===== src/rtl/sdram_arb_pkg.sv =====
// Shared types and constants for the SDRAM command arbiter: requester ids,
// read-return FSM states and the 41-bit writer command word layout.
package sdram_arb_pkg;

    localparam int              CMD_WIDTH   = 41;
    localparam int              BURST_WORDS = 8;
    localparam logic [15:0]     BURST_FLAG  = 16'h0001;
    localparam logic [23:0]     BURST_MASK  = ~(24'(BURST_WORDS) - 24'd1);

    typedef enum logic [1:0] {
        REQ_HOST   = 2'd0,
        REQ_RASTER = 2'd1,
        REQ_STREAM = 2'd2
    } req_e;

    typedef enum logic [1:0] {
        R_IDLE = 2'd0,
        R_DEQ  = 2'd1,
        R_CAP  = 2'd2
    } ret_state_e;

    typedef struct packed {
        logic        wr;
        logic [23:0] addr;
        logic [15:0] data;
    } cmd_t;

    function automatic cmd_t make_cmd(input logic wr, input logic [23:0] addr,
                                      input logic [15:0] data);
        cmd_t c;
        c.wr   = wr;
        c.addr = addr;
        c.data = data;
        return c;
    endfunction

endpackage


===== src/rtl/arb_tag_fifo.sv =====
// In-order 1-bit read-tag FIFO (0 = host, 1 = raster); pushes when full and
// pops when empty are ignored.
module arb_tag_fifo #(
    parameter int DEPTH = 4
) (
    input  logic i_clk,
    input  logic i_reset,
    input  logic i_push,
    input  logic i_pop,
    input  logic i_data,
    output logic o_data,
    output logic o_full,
    output logic o_empty
);

    localparam int AW = $clog2(DEPTH);

    logic [AW:0]      r_wptr;
    logic [AW:0]      r_rptr;
    logic [DEPTH-1:0] r_mem;
    logic             w_push;
    logic             w_pop;

    assign w_push  = i_push && !o_full;
    assign w_pop   = i_pop && !o_empty;
    assign o_empty = (r_wptr == r_rptr);
    assign o_full  = (r_wptr[AW] != r_rptr[AW]) && (r_wptr[AW-1:0] == r_rptr[AW-1:0]);
    assign o_data  = r_mem[r_rptr[AW-1:0]];

    // Pointer and storage update
    always_ff @(posedge i_clk) begin
        if (i_reset) begin
            r_wptr <= '0;
            r_rptr <= '0;
            r_mem  <= '0;
        end else begin
            if (w_push) begin
                r_mem[r_wptr[AW-1:0]] <= i_data;
                r_wptr                <= r_wptr + {{AW{1'b0}}, 1'b1};
            end
            if (w_pop) begin
                r_rptr <= r_rptr + {{AW{1'b0}}, 1'b1};
            end
        end
    end

endmodule


===== src/rtl/sdram_cmd_arbiter.sv =====
// Arbitrates stream/host/raster onto the SDRAM writer queue and routes read returns.
// Define ARB_STATS_EN to add grant and stall counters.
module sdram_cmd_arbiter
    import sdram_arb_pkg::*;
#(
    parameter int MAX_BURSTS = 2,
    parameter int TAG_DEPTH  = 4
) (
    input  logic                 clk_pix,
    input  logic                 reset_i,
    input  logic                 h_sel_i,
    input  logic                 h_wr_i,
    input  logic [23:0]          h_addr_i,
    input  logic [15:0]          h_data_i,
    output logic                 h_ack_o,
    output logic [15:0]          h_data_o,
    input  logic                 r_sel_i,
    input  logic                 r_wr_i,
    input  logic [23:0]          r_addr_i,
    input  logic [15:0]          r_data_i,
    output logic                 r_ack_o,
    output logic [15:0]          r_data_o,
    input  logic                 s_req_i,
    input  logic [23:0]          s_addr_i,
    output logic                 s_ack_o,
    input  logic                 s_burst_done_i,
    output logic [CMD_WIDTH-1:0] writer_d_o,
    output logic                 writer_enq_o,
    input  logic                 writer_full_i,
    input  logic [15:0]          reader_q_i,
    input  logic                 reader_empty_i,
    output logic                 reader_deq_o
`ifdef ARB_STATS_EN
    ,
    output logic [31:0]          stat_grants_h_o,
    output logic [31:0]          stat_grants_r_o,
    output logic [31:0]          stat_grants_s_o,
    output logic [31:0]          stat_stall_o
`endif
);

    localparam logic [2:0] MAX_B = 3'(MAX_BURSTS);

    logic [2:0]  r_inflight;
    logic        r_busy_h;
    logic        r_busy_r;
    req_e        r_rr;
    ret_state_e  r_state;
    ret_state_e  w_state_nxt;

    logic        w_tag_full;
    logic        w_tag_empty;
    logic        w_tag_head;
    logic        w_deq;
    logic        w_cap;
    logic        w_elig_s;
    logic        w_elig_h;
    logic        w_elig_r;
    logic        w_gnt_valid;
    req_e        w_gnt;
    cmd_t        w_cmd;
    logic        w_gnt_h;
    logic        w_gnt_r;
    logic        w_gnt_s;
    logic        w_push;
    logic [23:0] w_burst_addr;

    // A port with a read outstanding or an ack showing cannot be granted again.
    assign w_elig_s = s_req_i && (r_inflight < MAX_B) && !s_ack_o;
    assign w_elig_h = h_sel_i && !r_busy_h && !h_ack_o && (h_wr_i || !w_tag_full);
    assign w_elig_r = r_sel_i && !r_busy_r && !r_ack_o && (r_wr_i || !w_tag_full);

    assign w_gnt_h      = w_gnt_valid && (w_gnt == REQ_HOST);
    assign w_gnt_r      = w_gnt_valid && (w_gnt == REQ_RASTER);
    assign w_gnt_s      = w_gnt_valid && (w_gnt == REQ_STREAM);
    assign w_push       = (w_gnt_h && !h_wr_i) || (w_gnt_r && !r_wr_i);
    assign w_burst_addr = s_addr_i & BURST_MASK;
    assign reader_deq_o = w_deq;

    // Grant selection: stream first, then host/raster by round-robin pointer
    always_comb begin
        w_gnt_valid = 1'b0;
        w_gnt       = REQ_HOST;
        if (writer_full_i) begin
            w_gnt_valid = 1'b0;
        end else if (w_elig_s) begin
            w_gnt_valid = 1'b1;
            w_gnt       = REQ_STREAM;
        end else if (w_elig_h && w_elig_r) begin
            w_gnt_valid = 1'b1;
            w_gnt       = r_rr;
        end else if (w_elig_h) begin
            w_gnt_valid = 1'b1;
            w_gnt       = REQ_HOST;
        end else if (w_elig_r) begin
            w_gnt_valid = 1'b1;
            w_gnt       = REQ_RASTER;
        end else begin
            w_gnt_valid = 1'b0;
        end
    end

    // Command word encoding for the granted requester
    always_comb begin
        w_cmd = '0;
        case (w_gnt)
            REQ_STREAM: w_cmd = make_cmd(1'b0, w_burst_addr, BURST_FLAG);
            REQ_HOST:   w_cmd = make_cmd(h_wr_i, h_addr_i, h_wr_i ? h_data_i : 16'h0000);
            REQ_RASTER: w_cmd = make_cmd(r_wr_i, r_addr_i, r_wr_i ? r_data_i : 16'h0000);
            default:    w_cmd = '0;
        endcase
    end

    // Writer interface and stream ack
    always_ff @(posedge clk_pix) begin
        if (reset_i) begin
            writer_enq_o <= 1'b0;
            writer_d_o   <= '0;
            s_ack_o      <= 1'b0;
        end else begin
            writer_enq_o <= w_gnt_valid;
            s_ack_o      <= w_gnt_s;
            if (w_gnt_valid) begin
                writer_d_o <= w_cmd;
            end
        end
    end

    // Port acks: write ack with enqueue, read ack two cycles after dequeue
    always_ff @(posedge clk_pix) begin
        if (reset_i) begin
            h_ack_o  <= 1'b0;
            r_ack_o  <= 1'b0;
            h_data_o <= 16'h0000;
            r_data_o <= 16'h0000;
        end else begin
            h_ack_o <= (w_gnt_h && h_wr_i) || (w_cap && !w_tag_head);
            r_ack_o <= (w_gnt_r && r_wr_i) || (w_cap && w_tag_head);
            if (w_cap && !w_tag_head) begin
                h_data_o <= reader_q_i;
            end
            if (w_cap && w_tag_head) begin
                r_data_o <= reader_q_i;
            end
        end
    end

    // Busy flags, round-robin pointer and outstanding burst count
    always_ff @(posedge clk_pix) begin
        if (reset_i) begin
            r_busy_h   <= 1'b0;
            r_busy_r   <= 1'b0;
            r_rr       <= REQ_HOST;
            r_inflight <= 3'd0;
        end else begin
            if (w_gnt_h && !h_wr_i) begin
                r_busy_h <= 1'b1;
            end else if (w_cap && !w_tag_head) begin
                r_busy_h <= 1'b0;
            end
            if (w_gnt_r && !r_wr_i) begin
                r_busy_r <= 1'b1;
            end else if (w_cap && w_tag_head) begin
                r_busy_r <= 1'b0;
            end
            if (w_gnt_h) begin
                r_rr <= REQ_RASTER;
            end else if (w_gnt_r) begin
                r_rr <= REQ_HOST;
            end
            // A done pulse with nothing in flight is dropped rather than wrapping.
            case ({w_gnt_s, s_burst_done_i && (r_inflight != 3'd0)})
                2'b10:   r_inflight <= r_inflight + 3'd1;
                2'b01:   r_inflight <= r_inflight - 3'd1;
                default: r_inflight <= r_inflight;
            endcase
        end
    end

    arb_tag_fifo #(
        .DEPTH (TAG_DEPTH)
    ) u_tag_fifo (
        .i_clk   (clk_pix),
        .i_reset (reset_i),
        .i_push  (w_push),
        .i_pop   (w_cap),
        .i_data  (w_gnt_r),
        .o_data  (w_tag_head),
        .o_full  (w_tag_full),
        .o_empty (w_tag_empty)
    );

    // Return FSM state register
    always_ff @(posedge clk_pix) begin
        if (reset_i) begin
            r_state <= R_IDLE;
        end else begin
            r_state <= w_state_nxt;
        end
    end

    // Return FSM next-state logic
    always_comb begin
        w_state_nxt = R_IDLE;
        case (r_state)
            R_IDLE: begin
                if (!w_tag_empty && !reader_empty_i) begin
                    w_state_nxt = R_DEQ;
                end else begin
                    w_state_nxt = R_IDLE;
                end
            end
            R_DEQ:   w_state_nxt = R_CAP;
            R_CAP:   w_state_nxt = R_IDLE;
            default: w_state_nxt = R_IDLE;
        endcase
    end

    // Return FSM outputs
    always_comb begin
        w_deq = 1'b0;
        w_cap = 1'b0;
        case (r_state)
            R_DEQ:   w_deq = 1'b1;
            R_CAP:   w_cap = 1'b1;
            default: begin
                w_deq = 1'b0;
                w_cap = 1'b0;
            end
        endcase
    end

`ifdef ARB_STATS_EN
    logic w_any_elig;
    assign w_any_elig = w_elig_s || w_elig_h || w_elig_r;

    // Grant and stall counters
    always_ff @(posedge clk_pix) begin
        if (reset_i) begin
            stat_grants_h_o <= 32'd0;
            stat_grants_r_o <= 32'd0;
            stat_grants_s_o <= 32'd0;
            stat_stall_o    <= 32'd0;
        end else begin
            if (w_gnt_h) begin
                stat_grants_h_o <= stat_grants_h_o + 32'd1;
            end
            if (w_gnt_r) begin
                stat_grants_r_o <= stat_grants_r_o + 32'd1;
            end
            if (w_gnt_s) begin
                stat_grants_s_o <= stat_grants_s_o + 32'd1;
            end
            if (w_any_elig && writer_full_i) begin
                stat_stall_o <= stat_stall_o + 32'd1;
            end
        end
    end
`endif

endmodule


===== config.mk =====
export PLATFORM = sky130hd
export DESIGN_NAME = sdram_cmd_arbiter
export DESIGN_NICKNAME = d
export VERILOG_FILES = /design/src/rtl/sdram_arb_pkg.sv /design/src/rtl/arb_tag_fifo.sv /design/src/rtl/sdram_cmd_arbiter.sv
export SDC_FILE = /design/constraint.sdc
export NUM_CORES = 1
export LEC_CHECK = 0
export ABC_AREA = 1
export CAP_MARGIN = 25
export CORE_MARGIN = 10
export CORE_UTILIZATION = 52
export DETAILED_ROUTE_END_ITERATION = 7
export DONT_BUFFER_PORTS = 1
export GPL_TIMING_DRIVEN = 0
export PLACE_DENSITY = 0.75
export SETUP_SLACK_MARGIN = 0.1
export SLEW_MARGIN = 20
export SYNTH_ARGS = -nofsm -noshare
export SYNTH_HDL_FRONTEND = slang
export SYNTH_HIERARCHICAL = 1
export SYNTH_SLANG_ARGS = --single-unit

===== constraint.sdc =====
create_clock -name clk_pix -period 2.37 [get_ports clk_pix]
set_clock_uncertainty 0.2 [all_clocks]
set_input_delay 0.237 -clock clk_pix [delete_from_list [all_inputs] [get_ports clk_pix]]
set_output_delay 0.237 -clock clk_pix [all_outputs]
set_load 0.01 [all_outputs]

## After elaboration in Yosys (flattened, before gate mapping)

Index checks and enable logic that the tools add are counted.

- Register bits: 95
- Bits of input ports: 130
- Output and inout port bits: 78
- Logic and storage cells: 108

- Add/subtract/negate cells: 4
- Magnitude comparators: 4
- Equal/unequal tests: 9
- Multiplexer cells: 29
- Reductions and logical operators: 47

Operator list:

| kind | count |
|---|---|
| $pmux W41 S3 | 1 |
| $mux W16 | 2 |
| $logic_and A1 B1 Y1 | 24 |
| $mux W1 | 19 |
| $logic_not A1 Y1 | 11 |
| $add A3 B1 Y3 const B | 3 |
| $reduce_bool A2 Y1 | 4 |
| $eq A2 B1 Y1 const B | 3 |
| $eq A2 B2 Y1 const B | 3 |
| $lt A2 B3 Y1 const B | 2 |
| $pmux W3 S2 | 1 |
| $logic_or A1 B1 Y1 | 5 |
| $bwmux W4 | 1 |
| $logic_not A2 Y1 | 2 |
| $mux W2 | 2 |
| $pmux W2 S2 | 1 |
| $eq A3 B3 Y1 | 1 |
| $lt A3 B2 Y1 const B | 1 |
| $reduce_bool A3 Y1 | 1 |
| $sub A3 B1 Y3 const B | 1 |
| $bmux W1 S2 | 1 |
| $demux W1 S2 | 1 |
| $eq A2 B2 Y1 | 1 |
| $ge A2 B1 Y1 const B | 1 |
| $ne A1 B1 Y1 | 1 |

## Logic depth before layout (Yosys ltp)

- Word-level depth: 15
- Depth in mapped cells: 19
- Mapped depth without buffers: 16

## By module

The synthesis kept the hierarchy.

Modules (own cells, without submodules):

| module | times used | cells an instance | area an instance (um2) | seq. area each (um2) |
|---|---|---|---|---|
| sdram_cmd_arbiter | 1 | 588 | 4175.3 | 1701.6 |
| arb_tag_fifo | 1 | 96 | 630.6 | 200.2 |

## Least setup slack after synthesis

No wires, ideal clock.

- Path type: reg-to-reg
- From: register u_tag_fifo.r_rptr[0]
- To: register u_tag_fifo.r_wptr[0]
- Setup time: 0.116 ns
- Arrival time: 2.096 ns
- Required time: 2.054 ns
- Path slack: -0.042 ns
- Cell stages (with the launch flop): 18
- Buffers on the path: 3
- Clock period less this slack: 2.412 ns
- Cell sequence: dfxtp_1 -> xnor2_1 -> nand3_2 -> buf_6 -> inv_1 -> nand2_2 -> nand3_1 -> nand2_2 -> nand2_4 -> clkinv_2 -> buf_4 -> nand4_1 -> nand2_1 -> buf_2 -> nand2_1 -> inv_1 -> nor2_1 -> nor2_1

- Cells in the longest elaborated chain, start to end: 15
- Elaborated cells between the ends (all ways): 26
- Those cells by class: eq/ne: 2; mux: 10; reduce/logical: 14

Ends and longest elaborated chain:

| element | line | source |
|---|---|---|
| from (decl) | arb_tag_fifo.sv:19 | `logic [AW:0] r_rptr;` |
| from (signal assigned) | arb_tag_fifo.sv:42 | `r_rptr <= r_rptr + {{AW{1'b0}}, 1'b1};` |
| $eq A2 B2 Y1 * | arb_tag_fifo.sv:27 | `assign o_full = (r_wptr[AW] != r_rptr[AW]) && (r_wptr[AW-1:0] == r_rptr[AW-1:0]);` |
| $logic_and A1 B1 Y1 * | arb_tag_fifo.sv:27 |  |
| net w_tag_full | sdram_cmd_arbiter.sv:51 | `logic w_tag_full;` |
| $logic_not A1 Y1 * | sdram_cmd_arbiter.sv:70, sdram_cmd_arbiter.sv:71 |  |
| $logic_or A1 B1 Y1 | sdram_cmd_arbiter.sv:71 | `assign w_elig_r = r_sel_i && !r_busy_r && !r_ack_o && (r_wr_i \|\| !w_tag_full);` |
| $logic_and A1 B1 Y1 | sdram_cmd_arbiter.sv:71 |  |
| $mux W1 | sdram_cmd_arbiter.sv:95 | `end else if (w_elig_r) begin` |
| $mux W1 | sdram_cmd_arbiter.sv:92 | `end else if (w_elig_h) begin` |
| $mux W1 | sdram_cmd_arbiter.sv:89 | `end else if (w_elig_h && w_elig_r) begin` |
| $mux W2 | sdram_cmd_arbiter.sv:86 | `end else if (w_elig_s) begin` |
| $mux W2 | sdram_cmd_arbiter.sv:84 | `if (writer_full_i) begin` |
| $eq A2 B1 Y1 or $logic_not A2 Y1 (tied branches) | sdram_cmd_arbiter.sv:74, sdram_cmd_arbiter.sv:73 |  |
| $logic_and A1 B1 Y1, on equally long branches | sdram_cmd_arbiter.sv:74, sdram_cmd_arbiter.sv:73 |  |
| $logic_and A1 B1 Y1 | sdram_cmd_arbiter.sv:76 | `assign w_push = (w_gnt_h && !h_wr_i) \|\| (w_gnt_r && !r_wr_i);` |
| $logic_or A1 B1 Y1 * | sdram_cmd_arbiter.sv:76 |  |
| net w_push | sdram_cmd_arbiter.sv:65 | `logic w_push;` |
| $logic_and A1 B1 Y1 * | arb_tag_fifo.sv:24 | `assign w_push = i_push && !o_full;` |
| to (signal assigned) | arb_tag_fifo.sv:39 | `r_wptr <= r_wptr + {{AW{1'b0}}, 1'b1};` |
| to (decl) | arb_tag_fifo.sv:18 | `logic [AW:0] r_wptr;` |

The timed path passes the listed nets; every way through them passes the cells marked *.
A chain may end at the register's enable or synchronous reset.

## Worst setup path in the final report

- From: register u_tag_fifo.r_wptr[2]
- To: register u_tag_fifo.r_wptr[1]

- Cells in the longest elaborated chain, start to end: 15
- Elaborated cells between the ends (all ways): 26
- Those cells by class: eq/ne: 2; mux: 10; reduce/logical: 14

Ends and longest elaborated chain:

| element | line |
|---|---|
| $ne A1 B1 Y1 * | arb_tag_fifo.sv:27 |
| $logic_and A1 B1 Y1 * | arb_tag_fifo.sv:27 |
| net w_tag_full | sdram_cmd_arbiter.sv:51 |
| $logic_not A1 Y1 * | sdram_cmd_arbiter.sv:70, sdram_cmd_arbiter.sv:71 |
| $logic_or A1 B1 Y1 | sdram_cmd_arbiter.sv:71 |
| $logic_and A1 B1 Y1 | sdram_cmd_arbiter.sv:71 |
| $mux W1 | sdram_cmd_arbiter.sv:95 |
| $mux W1 | sdram_cmd_arbiter.sv:92 |
| $mux W1 | sdram_cmd_arbiter.sv:89 |
| $mux W2 | sdram_cmd_arbiter.sv:86 |
| $mux W2 | sdram_cmd_arbiter.sv:84 |
| $eq A2 B1 Y1 or $logic_not A2 Y1 (tied branches) | sdram_cmd_arbiter.sv:74, sdram_cmd_arbiter.sv:73 |
| $logic_and A1 B1 Y1, on equally long branches | sdram_cmd_arbiter.sv:74, sdram_cmd_arbiter.sv:73 |
| $logic_and A1 B1 Y1 | sdram_cmd_arbiter.sv:76 |
| $logic_or A1 B1 Y1 * | sdram_cmd_arbiter.sv:76 |
| net w_push | sdram_cmd_arbiter.sv:65 |
| $logic_and A1 B1 Y1 * | arb_tag_fifo.sv:24 |

Marked as above.

==> impl_metrics.ini <==
[timing]
post-route-period-util_pct = 101
tightest_slew_ns = 0.627
clock.fmax_mhz = 416
period_needed_ns = 2.40
slew_violations = 0
layout_setup_ws_ns = -0.0333
maxSlewHeadroom_pct = 58.2
fin_hold_ws_ns = 0.0507
setup_viol = 1
rsz0062_at_grt = true
final.setup.tns_ns = -0.0333
hold_violations = 0

[routing]
firstDrtPassIters = 5
vias_per_cell = 5.89
drtIter0Drc = 659
ant_nets = 0
num_vias = 5724
routed_wl_mm = 19.8
drc = 0
wire_per_inst_um = 20.3

[min_path]
hold_start = writer_full_i
min_to = s_ack_o
hold_depth = 5
hold_path_class = in -> reg

[floorplan]
dieArea_um2 = 13500
pin_count = 208
fp.dieW_um = 116
core_um2 = 9110
start_util_pct = 52.8
row_count = 35
die_y_um = 116

[cts]
clk_pin_slew_worst_paths_ns = 0.11
clkLatencyLatePin_ns = 0.38
h-tree-depth = 3
cts.path.max_buffers = 2
tritoncts = yes
clock_sinks = 95
cts_made_buffers = 9
cts_root_buf = clkbuf_8

[grt]
antenna_found_initial = 2
grt_usage_pct = 26.5
grt_max_degree = 20
grt_pass1_wl_mm = 28.3
grt_pass1_vias = 5525
grt-ovfl-total = 0

[status]
status = finished, violations left
violations = negative setup slack

[pwr]
peakVddDrop_mv = 0.494
power_frac_clock_pct = 23.5
pwr-share-seq_pct = 42.9
p_int_w = 0.00286
p_per_area_nw_per_um2 = 664
p_sw_w = 0.00177
power_leakage_nw = 2.98
p_comb_share_pct = 33.7
switching_share_pct = 38.2

[placement]
gp_congestion = 0.843
dp_slack_ns = -0.243
io_buffers = 0
hpwl_mm = 11.6
placed_cells = 795

[critical_path]
crit_fanout = 5
crit_path_top_delay_cell = dfxtp_2
path_buf_inv = 7
end_kind = flip-flop
start_kind = flip-flop
rr_endpoint = u_tag_fifo/r_wptr[1]
crit_chain = inv_1, nand2_1, nand2_1, nand3_2, buf_6, inv_6, nand2_4, nand3_4, nand2_4, nand2_4, clkinv_4, buf_8, nand4_1, nand2_2, buf_6, nand2_8, inv_4, nor2_2, nor2_1
critPathKind = reg -> reg
reg2reg_setup_slack_ns = -0.03
crit_top_cell = nand2_4
crit_arrival_ns = 2.49
path_delay_family = simple AND/OR/NAND/NOR gates
r2r-start = u_tag_fifo/r_wptr[2]
reg2reg_depth = 19
required_ns = 2.45
cpPeakStageDelay_ns = 0.35

[synthesis]
syn-cell-area_um2 = 4810
syn-num-nets = 821
avgSynthCellArea_um2 = 7.03
yosys_warnings = 6
yosysTopAreaCellShare_pct = 39.6
ys_types = 34
synth-seq-area-share_pct = 39.6
synth-seq-cells = 95
synth_cells = 684
synth_area_leaders = dfxtp_1 40%, nand2_1 11%, nand3_1 9.2%
yosysTopAreaCell = dfxtp_1

[finish]
synthToLayoutAreaGrowth_pct = 45.2
final_cell_mix = 133 x nand2_1, 121 x dlygate4sd3_1, 87 x dfxtp_1
drive_above_1_share_pct = 18.7
layout.nets = 991
mostFrequentLayoutCell = nand2_1
fin_cells = 972

[run]
max_cap_viol_count = 0
## registers in the layout, indices dropped and copies added (netlist names), 2 cells and up
register           flops
writer_d_o            41
h_data_o              16
r_data_o              16
u_tag_fifo/r_mem       4
r_inflight             3
u_tag_fifo/r_rptr      3
u_tag_fifo/r_wptr      3
r_state                2
## power groups by stage
stage | sequential, W | clock (W) | combinational, W
after floorplan | 0.00195 | 0 | 0.000798
after global placement | 0.00200 | 0 | 0.000962
after detailed placement | 0.00201 | 0 | 0.00100
after CTS | 0.00197 | 0.00109 | 0.00125
after global routing | 0.00200 | 0.00118 | 0.00168
final | 0.00199 | 0.00109 | 0.00156
## final cells by class
cell class | count | area (µm²)
multi-input combinational | 463 | 2510
fill | 568 | 2130
sequential | 95 | 1920
timing repair buffer | 160 | 1550
inverter | 83 | 338
buffer | 42 | 307
tap | 111 | 139
clock buffer | 9 | 124
clock inverter | 7 | 73.8
antenna | 2 | 5.00
## cells in the mapped netlist
| library cell | instances |
|---|---|
| nand3b_1 | 1 |
| buf_2 | 13 |
| a21oi_1 | 68 |
| fa_1 | 1 |
| nand4_1 | 33 |
| nor2_4 | 1 |
| clkbuf_1 | 18 |
| clkinv_2 | 1 |
| nand4_4 | 1 |
| buf_4 | 7 |
| inv_1 | 77 |
| nand2_4 | 4 |
| nand3_1 | 88 |
| o21ai_0 | 25 |
| nor2_2 | 11 |
| nor3_1 | 1 |
| nand2_1 | 140 |
| nand3_4 | 2 |
| nor4_1 | 1 |
| a21boi_0 | 1 |
| xor2_1 | 2 |
| inv_2 | 4 |
| nor2_1 | 52 |
| ha_1 | 6 |
| clkinv_1 | 1 |
| nand3_2 | 1 |
| nor2_8 | 1 |
| dfxtp_1 | 95 |
| o21ai_1 | 6 |
| xnor2_1 | 1 |
| buf_1 | 1 |
| nand2_2 | 2 |
| o21ai_2 | 14 |
| buf_6 | 4 |
## cells by family (layout without fill, tap and decap cells)
family | after synthesis | after routing | share of synthesized area, %
buffers and inverters | 126 | 301 | 11.4
DFF | 95 | 95 | 39.6
and+or+nand+nor | 339 | 339 | 33.5
adders and majority gates | 7 | 7 | 1.98
xor gates and xnor gates | 3 | 3 | 0.547
other | 0 | 2 | 0
AOI/OAI and AO/OA | 114 | 114 | 13.0
## tightest hold or removal path, cell delays in order
cell and delay, ns:
nor2_4 0.03, inv_2 0.07, buf_8 0.11, buf_8 0.12
nor2_1 0.04
## stage by stage
stage	cell area (µm²)	util, %	power (W)
final	6980	76.6	0.00463
after global routing	6980	76.6	0.00486
after CTS	6550	71.9	0.00431
after detailed placement	4970	54.6	0.00301
after global placement	4970	54.6	0.00296
after floorplan	4840	-	0.00275
## worst max path at each step
stage                               from              endpoint  depth (start not counted)
finish              u_tag_fifo/r_wptr[2]  u_tag_fifo/r_wptr[1]                         19
global route        u_tag_fifo/r_wptr[2]  u_tag_fifo/r_wptr[1]                         19
CTS                 u_tag_fifo/r_rptr[2]  u_tag_fifo/r_wptr[1]                         18
detailed placement  u_tag_fifo/r_rptr[1]  u_tag_fifo/r_wptr[0]                         16
global placement    u_tag_fifo/r_rptr[1]  u_tag_fifo/r_wptr[0]                         16
floorplan           u_tag_fifo/r_rptr[0]  u_tag_fifo/r_wptr[0]                         17
## per-layer routing
| metal | up-vias | wire length, µm | share of wire, % | track usage [%] |
|---|---|---|---|---|
| li1 | 2577 | - | - | - |
| met1 | 2613 | 6940 | 35 | 28.1 |
| met2 | 425 | 9360 | 47 | 43.8 |
| met3 | 109 | 2320 | 12 | 10.7 |
| met4 | 0 | 1150 | 5.8 | 15.3 |
| met5 | - | 0 | 0 | 0 |
## repair_timing
| item | in CTS | in global routing |
|---|---|---|
| resized for setup | 24 | 67 |
| hold endpoints to repair | 83 | 0 |
| setup endpoints to repair | 22 | 58 |
| hold buffers | 121 | 0 |
| cloned | 0 | 3 |
| pin swaps | 7 | 31 |
| setup buffers | 15 | 21 |
(Power assumes the default switching activity.)
